--- src/rtl/psum_reduce_hub.sv ---
// N-core partial-sum exchange hub: per-core input FIFOs, a sum/max reducer that
// fires once every channel has a word, and one shared output FIFO.
module psum_reduce_hub #(
   parameter int n_core = 4,
   parameter int bw_sum = 23,
   parameter int depth  = 8
) (
   input  logic                                 clk,
   input  logic                                 reset,
   input  logic [n_core-1:0]                    wr_sum,
   input  logic [n_core*bw_sum-1:0]             sum_in,
   output logic [n_core-1:0]                    in_full,
   input  logic                                 mode,
   input  logic                                 rd_total,
   output logic [bw_sum+$clog2(n_core)-1:0]     total_out,
   output logic                                 total_valid,
   output logic                                 out_full,
   output logic [n_core-1:0]                    ovf_err,
   input  logic                                 clr_err
);

   localparam int bw_tot = bw_sum + $clog2(n_core);
   localparam int aw     = $clog2(depth);
   localparam logic [aw:0] cnt_full = (aw+1)'(depth);

   typedef enum logic [1:0] {IDLE, REDUCE, WRITE} state_t;

   state_t                   state_reg, state_next;
   logic                     pop_all;
   logic                     do_write;
   logic [n_core-1:0]        chan_empty;
   logic [n_core*bw_sum-1:0] operand_flat;
   logic                     mode_reg;
   logic [bw_tot-1:0]        result_reg, result_next;
   logic [bw_tot-1:0]        red_sum;
   logic [bw_sum-1:0]        red_max;

   // Per-channel input FIFO plus the operand register it feeds.
   for (genvar gi = 0; gi < n_core; gi++) begin : g_in
      logic [bw_sum-1:0] mem [depth];
      logic [aw-1:0]     wr_ptr_reg, rd_ptr_reg;
      logic [aw:0]       count_reg;
      logic [bw_sum-1:0] operand_reg;
      logic              push;

      assign in_full[gi]    = (count_reg == cnt_full);
      assign chan_empty[gi] = (count_reg == '0);
      assign push           = wr_sum[gi] && !in_full[gi];
      assign operand_flat[gi*bw_sum +: bw_sum] = operand_reg;

      always_ff @(posedge clk) begin
         if (push)
            mem[wr_ptr_reg] <= sum_in[gi*bw_sum +: bw_sum];
      end

      always_ff @(posedge clk or posedge reset) begin
         if (reset) begin
            wr_ptr_reg  <= '0;
            rd_ptr_reg  <= '0;
            count_reg   <= '0;
            operand_reg <= '0;
         end else begin
            if (push)
               wr_ptr_reg <= wr_ptr_reg + 1'b1;
            if (pop_all) begin
               rd_ptr_reg  <= rd_ptr_reg + 1'b1;
               operand_reg <= mem[rd_ptr_reg];
            end
            case ({push, pop_all})
               2'b10:   count_reg <= count_reg + 1'b1;
               2'b01:   count_reg <= count_reg - 1'b1;
               default: count_reg <= count_reg;
            endcase
         end
      end
   end

   // Overflow flags: a new overflow in the clearing cycle still sticks.
   always_ff @(posedge clk or posedge reset) begin
      if (reset)
         ovf_err <= '0;
      else
         ovf_err <= (clr_err ? '0 : ovf_err) | (wr_sum & in_full);
   end

   always_ff @(posedge clk or posedge reset) begin
      if (reset)
         state_reg <= IDLE;
      else
         state_reg <= state_next;
   end

   always_comb begin
      state_next = state_reg;
      pop_all    = 1'b0;
      do_write   = 1'b0;
      case (state_reg)
         IDLE: begin
            if (!(|chan_empty) && !out_full) begin
               pop_all    = 1'b1;
               state_next = REDUCE;
            end
         end
         REDUCE: state_next = WRITE;
         WRITE: begin
            do_write   = 1'b1;
            state_next = IDLE;
         end
         default: state_next = IDLE;
      endcase
   end

   always_comb begin
      red_sum = '0;
      red_max = '0;
      for (int i = 0; i < n_core; i++) begin
         red_sum = red_sum + bw_tot'(operand_flat[i*bw_sum +: bw_sum]);
         if (operand_flat[i*bw_sum +: bw_sum] > red_max)
            red_max = operand_flat[i*bw_sum +: bw_sum];
      end
      result_next = mode_reg ? bw_tot'(red_max) : red_sum;
   end

   always_ff @(posedge clk or posedge reset) begin
      if (reset) begin
         mode_reg   <= 1'b0;
         result_reg <= '0;
      end else begin
         if (pop_all)
            mode_reg <= mode;
         if (state_reg == REDUCE)
            result_reg <= result_next;
      end
   end

   // Shared output FIFO; space in WRITE is guaranteed by the IDLE out_full check.
   logic [bw_tot-1:0] out_mem [depth];
   logic [aw-1:0]     out_wr_ptr_reg, out_rd_ptr_reg;
   logic [aw:0]       out_count_reg;
   logic              out_pop;

   assign total_valid = (out_count_reg != '0);
   assign out_full    = (out_count_reg == cnt_full);
   assign out_pop     = rd_total && total_valid;
   assign total_out   = total_valid ? out_mem[out_rd_ptr_reg] : '0;

   always_ff @(posedge clk) begin
      if (do_write)
         out_mem[out_wr_ptr_reg] <= result_reg;
   end

   always_ff @(posedge clk or posedge reset) begin
      if (reset) begin
         out_wr_ptr_reg <= '0;
         out_rd_ptr_reg <= '0;
         out_count_reg  <= '0;
      end else begin
         if (do_write)
            out_wr_ptr_reg <= out_wr_ptr_reg + 1'b1;
         if (out_pop)
            out_rd_ptr_reg <= out_rd_ptr_reg + 1'b1;
         case ({do_write, out_pop})
            2'b10:   out_count_reg <= out_count_reg + 1'b1;
            2'b01:   out_count_reg <= out_count_reg - 1'b1;
            default: out_count_reg <= out_count_reg;
         endcase
      end
   end

endmodule
--- config.mk ---
export PLATFORM = sky130hd
export DESIGN_NAME = psum_reduce_hub
export DESIGN_NICKNAME = d
export VERILOG_FILES = /design/src/rtl/psum_reduce_hub.sv
export SDC_FILE = /design/constraint.sdc
export NUM_CORES = 1
export LEC_CHECK = 0
export BUFFER_PORTS_ARGS = -buffer_cell sky130_fd_sc_hd__buf_2
export CORE_MARGIN = 5
export CORE_UTILIZATION = 40
export DETAILED_ROUTE_END_ITERATION = 10
export PLACE_DENSITY = 0.65
export SETUP_SLACK_MARGIN = 0.02
export SLEW_MARGIN = 10
export SYNTH_ARGS = -nofsm -noshare
export SYNTH_HDL_FRONTEND = slang
export SYNTH_SLANG_ARGS = --single-unit
--- constraint.sdc ---
create_clock -name clk -period 15.04 [get_ports clk]
set_input_delay 1.504 -clock clk [delete_from_list [all_inputs] [get_ports clk]]
set_output_delay 1.504 -clock clk [all_outputs]
set_load 0.02 [all_outputs]
Word level (Yosys, flattened, before mapping)
Memories as Yosys holds them, arrays and structs flattened. A register that Yosys moved wholly into a read port is not among the register bits. Cells that the tools add are included.

Output and inout bits: 35. Bits in writable memories: 936. Word-level logic and storage cells: 122. Bits in registers: 82. Memories kept: 5. Input bits: 101.

Bitwise gates (word level): 2. Order comparisons: 4. $add $sub $neg: 23. Multiplexer cells: 27. Equal/unequal tests: 18. Reductions and logical operators: 24.

Memories: out_mem (depth 8, bits a word 25, read ports 1, clocked after Yosys merged registers in 0, wr ports 1, line 137) `logic [bw_tot-1:0] out_mem [depth];`; g_in[0].mem (depth 8, bits a word 23, read ports 1, clocked after Yosys merged registers in 1, wr ports 1, line 40) `logic [bw_sum-1:0] mem [depth];`; g_in[1].mem (depth 8, bits a word 23, read ports 1, clocked after Yosys merged registers in 1, wr ports 1, line 40); g_in[2].mem (depth 8, bits a word 23, read ports 1, clocked after Yosys merged registers in 1, wr ports 1, line 40); g_in[3].mem (depth 8, bits a word 23, read ports 1, clocked after Yosys merged registers in 1, wr ports 1, line 40).

Operators by type and width (count): $mux W23 (4); $gt A23 B23 Y1 (3); $mux W25 (2); $pmux W4 S2 (5); $add A3 B1 Y3 const B (10); $add A24 B23 Y25 (1); $add A25 B23 Y25 (1); $add A23 B23 Y24 (1); $gt A23 B1 Y1 const B (1); $add A4 B1 Y4 const B (5); $eq A4 B4 Y1 const B (5); $sub A4 B1 Y4 const B (5); $logic_not A4 Y1 (4); $mux W1 (13); $eq A2 B1 Y1 const B (6); $eq A2 B2 Y1 const B (6); $reduce_bool A2 Y1 (5); $logic_and A1 B1 Y1 (6); $logic_not A1 Y1 (6); $and A4 B4 Y4 (1); $mux W4 (1); $or A4 B4 Y4 (1); $pmux W2 S2 (1); $reduce_bool A4 Y1 (1); 4 further kinds (4).

Longest topological paths before layout
Word-level depth: 9. Gate-level depth with buffers: 28. Depth with buffers taken out: 24.

Worst setup path before layout
OpenSTA, ideal clock, no wires.

Kind: flip-flop to flip-flop. Start point: reg g_in[0].operand_reg[14], read port of g_in[0].mem. End point: reg result_reg[15]. Data arrival time: 5.458 ns. Path buffers: 4. Cell stages (with the launch flop): 28. Setup slack: 9.456 ns. Clock period less this slack: 5.584 ns. Data required time: 14.914 ns. Library setup time: 0.126 ns. Path through: dfrtp_1 > inv_1 > ha_1 > nand4_2 > nor4_4 > a221oi_1 > a31oi_4 > buf_6 > mux2i_1 > ha_1 > a211oi_1 > o21bai_1 > a21oi_1 > o211ai_1 > o21ai_0 > buf_2 > clkbuf_1 > o21ai_0 > ha_1 > nand4_1 > nor4_1 > o21ai_0 > a21oi_1 > o21ai_1 > and2_1 > clkbuf_1 > o211a_1 > o32a_1.

Cells in the longest elaborated chain, start to end: 9. Elaborated cells on any way between the ends: 12. Those cells by class: add/sub (3); order compare (4); mux (5).

RTL lines: start: declaration (line 43) `logic [bw_sum-1:0] operand_reg;`; $gt A23 B1 Y1 (line 118) `if (operand_flat[i*bw_sum +: bw_sum] > red_max)`; $mux W23 (line 118); $gt A23 B23 Y1 (line 118); $mux W23 (line 118); $gt A23 B23 Y1 (line 118); $mux W23 (line 118); $gt A23 B23 Y1 (line 118); $mux W23 (line 118); $mux W25 (*) (line 121) `result_next = mode_reg ? bw_tot'(red_max) : red_sum;`; end signal: assignment (line 132) `result_reg <= result_next;`; end: declaration (line 34) `logic [bw_tot-1:0] result_reg, result_next;`.

Mark *: on every way between the ends. The rest lies on a longest branch, timed or not. A chain may end at the register's enable or synchronous reset.

Final worst setup path
Start point: reg g_in[0].operand_reg[22], read port of g_in[0].mem. End point: reg result_reg[0].

Cells in the longest elaborated chain, start to end: 9.

RTL lines (line): $gt A23 B1 Y1 (118); $mux W23 (*) (118); $gt A23 B23 Y1 (118); $mux W23 (*) (118); $gt A23 B23 Y1 (118); $mux W23 (*) (118); $gt A23 B23 Y1 (118); $mux W23 (*) (118); $mux W25 (*) (121).

Marked as above.

==> out/metrics.yaml <==
drt:
  wirelength_um: 103100
  via_per_inst: 5.366
  vias: 23960
  ant_nets: 0
  drcViolationCount: 0
  drt_iter0_drc: 1774
  drt-pass1-iter-count: 5
  wl_per_cell_um: 23.09
floorplanning:
  die_w_um: 351.9
  initial_core_util_pct: 40.24
  chipHeight_um: 351.9
  die-area_um2: 123800
  row_count: 125
  core_area_um2: 116200
  io_pins: 136
final_layout:
  finalNetCount: 3103
  final_cells: 4465
  area_growth_pct: 13.67
  largest_reg_flops: 736
  drive_gt1_share_pct: 22.82
  n_fill_cell: 9864
timing:
  skew_ns: 0.03537
  slew_headroom_pct: 24.40
  clock.fmax_mhz: 128.8
  finalSetupTns_ns: 0
  worst_pin_slew_ns: 1.134
  fin_crit_ns: 7.764
  hold_viol: 0
  post-route-period-util_pct: 51.62
  layout_setup_ws_ns: 7.276
  slew_viol_final: 0
  rsz0062_at_grt: "false"
  finalSetupViolations: 0
clock_tree:
  postCtsSetupRepairBufs: 0
  cts_sinks: 1110
  clk_latency_ns: 0.70
  cts_tree: "done"
  clock_path_buffers: 3
  cts_hold_buf: 0
  clk_pin_slew_ns: 0.06
  cts-root-buf: "clkbuf_16"
  ctsResizeCount: 0
  cts_made_buffers: 113
  htree_levels: 3
placement:
  routabilityCongestion: 0.8791
  pre_cts_ws_ns: 7.408
  place_hpwl_um: 65010
  dp_cells: 4242
  numPortBuffers: 135
min_path:
  hp-class: "register to register"
synth:
  synth_mux_area_share_pct: 14.48
  synth_top_family_by_area: "multiplexers"
  async_reset_ff_share_pct: 15.68
  yosys.cell_types.count: 71
  yosysSeqAreaShare_pct: 69.43
  synthSimpleGateAreaFrac_pct: 4.215
  synthCells: 2645
  ys_warn_count: 0
  avgSynthCellArea_um2: 17.68
  synth_adder_area_share_pct: 5.341
  ys_top_cells_by_area: "edfxtp_1 60%, mux4_2 11%, dfrtp_1 9.3%"
  yosysTopAreaCellShare_pct: 60.11
  synth_xor_area_share_pct: 0.8991
  netlist_area_um2: 46760
  synth-edff-count: 936
  synth_nets: 2915
  ys_ff_latch: 1110
  synth_compound_area_share_pct: 4.014
  synth_area_leader_cell: "edfxtp_1"
  ys.flop_type: "edfxtp_1"
critical_path:
  worstPathRequired_ns: 15.66
  critical_path_class: "register to register"
  cp_max_fo: 25
  cp-end-kind: "register"
  cp.arrival_ns: 8.39
  crit_path_start_kind: "register"
flow_run:
  drv_cap: 0
global_route:
  grt_pass1_vias: 24060
  grt_antenna_before_repair: 31
  grt_pass1_wl_um: 155300
  grt_overflow: 0
  grt_max_degree: 120
  gr-usage-all-layers_pct: 16.69
outcome:
  status: "finished, final reports clean"
-- cell families after synthesis --
family,Yosys count
flops,1110
compound gates,311
fa+ha+maj,169
simple gates,432
buf+inv,192
xor+xnor,48
mux,383
-- final timing paths --
| kind | startpoint | to | slack (ns) | cells past startpoint |
|---|---|---|---|---|
| setup / recovery | g_in[0].operand_reg[22] | result_reg[0] | 7.28 | 24 |
| setup reg to reg | g_in[0].operand_reg[22] | result_reg[0] | 7.28 | 24 |
| hold / removal | out_rd_ptr_reg[2] | out_rd_ptr_reg[2] | 0.47 | 1 |
| max in group asynchronous | reset | g_in[1].rd_ptr_reg[2] | 12.56 | 3 |
| hold reg to reg | out_rd_ptr_reg[2] | out_rd_ptr_reg[2] | 0.47 | 1 |
| min in group asynchronous | reset | g_in[3].wr_ptr_reg[2] | 0.88 | 2 |
-- area by class of cell --
class | instances | area [um2] | share of cell area (%)
clock buffers | 150 | 3017 | 5.676
flip-flops and latches | 1110 | 32480 | 61.10
inverters | 70 | 270.3 | 0.5085
repair buffers | 195 | 1126 | 2.119
well taps | 1524 | 1907 | 3.588
diodes | 9 | 22.52 | 0.04237
clock inverters | 64 | 589.3 | 1.109
multi-input cells | 1343 | 13740 | 25.86
-- layout by cell type, fill, tap and decap left out, drive strengths merged, types with 16 or more instances in the layout --
master,n
clkinv,44
nand2,221
xor2,16
ha,118
edfxtp,936
nand3,22
xnor2,32
nor3,29
dfrtp,174
buf,195
nor2,76
mux4,234
o21ai,164
mux2i,145
inv,73
fa,51
clkbuf,150
a21oi,50
-- routing by layer --
layer / global-route usage (%) / vias up / routed length [um]
met5: 0 / - / 66
met2: 26.89 / 614 / 50180
li1: - / 10820 / -
met3: 3.384 / 152 / 6000
met1: 23.58 / 12370 / 44850
met4: 4.093 / 10 / 1999
-- critical path, cell delays in order, from the launching register on --
cell	delay, ns
dfrtp_1	0.42
inv_1	0.07
ha_1	0.31
nand3_2	0.13
nor4_4	0.35
a221oi_1	0.18
a31oi_4	0.94
mux2i_1	0.30
ha_1	0.38
a211oi_1	0.08
o21a_1	0.19
o31ai_1	0.41
o32a_1	0.23
o21ai_2	0.24
buf_4	0.31
o21ai_0	0.43
ha_1	0.35
a21oi_1	0.15
o21ai_0	0.11
a221oi_1	0.26
nand3_1	0.13
o21ai_1	0.71
nand3_1	0.51
inv_1	0.30
a221o_1	0.18
-- metrics by stage --
| stage | hold slack (ns) | instance area [um2] | util, % |
|---|---|---|---|
| finish | 0.4660 | 53150 | 45.74 |
| global route | 0.5146 | 53130 | 45.72 |
| CTS | 0.4769 | 53130 | 45.72 |
| detailed placement | 0.4694 | 49520 | 42.62 |
| global placement | 0.4608 | 49520 | 42.62 |
| floorplan | 0.4564 | 46760 | - |
-- cells in the mapped netlist, drive strengths merged (29+ instances only) --
library cell / number
ha: 118
nor3: 29
mux2i: 145
dfrtp: 174
nor2: 76
inv: 69
edfxtp: 936
mux4: 234
buf: 37
fa: 51
clkbuf: 85
a21oi: 50
xnor2: 32
o21ai: 164
nand2: 221
Power is not shown: default switching activity piles up to over one toggle a cycle in this logic, so the estimate is an artifact.
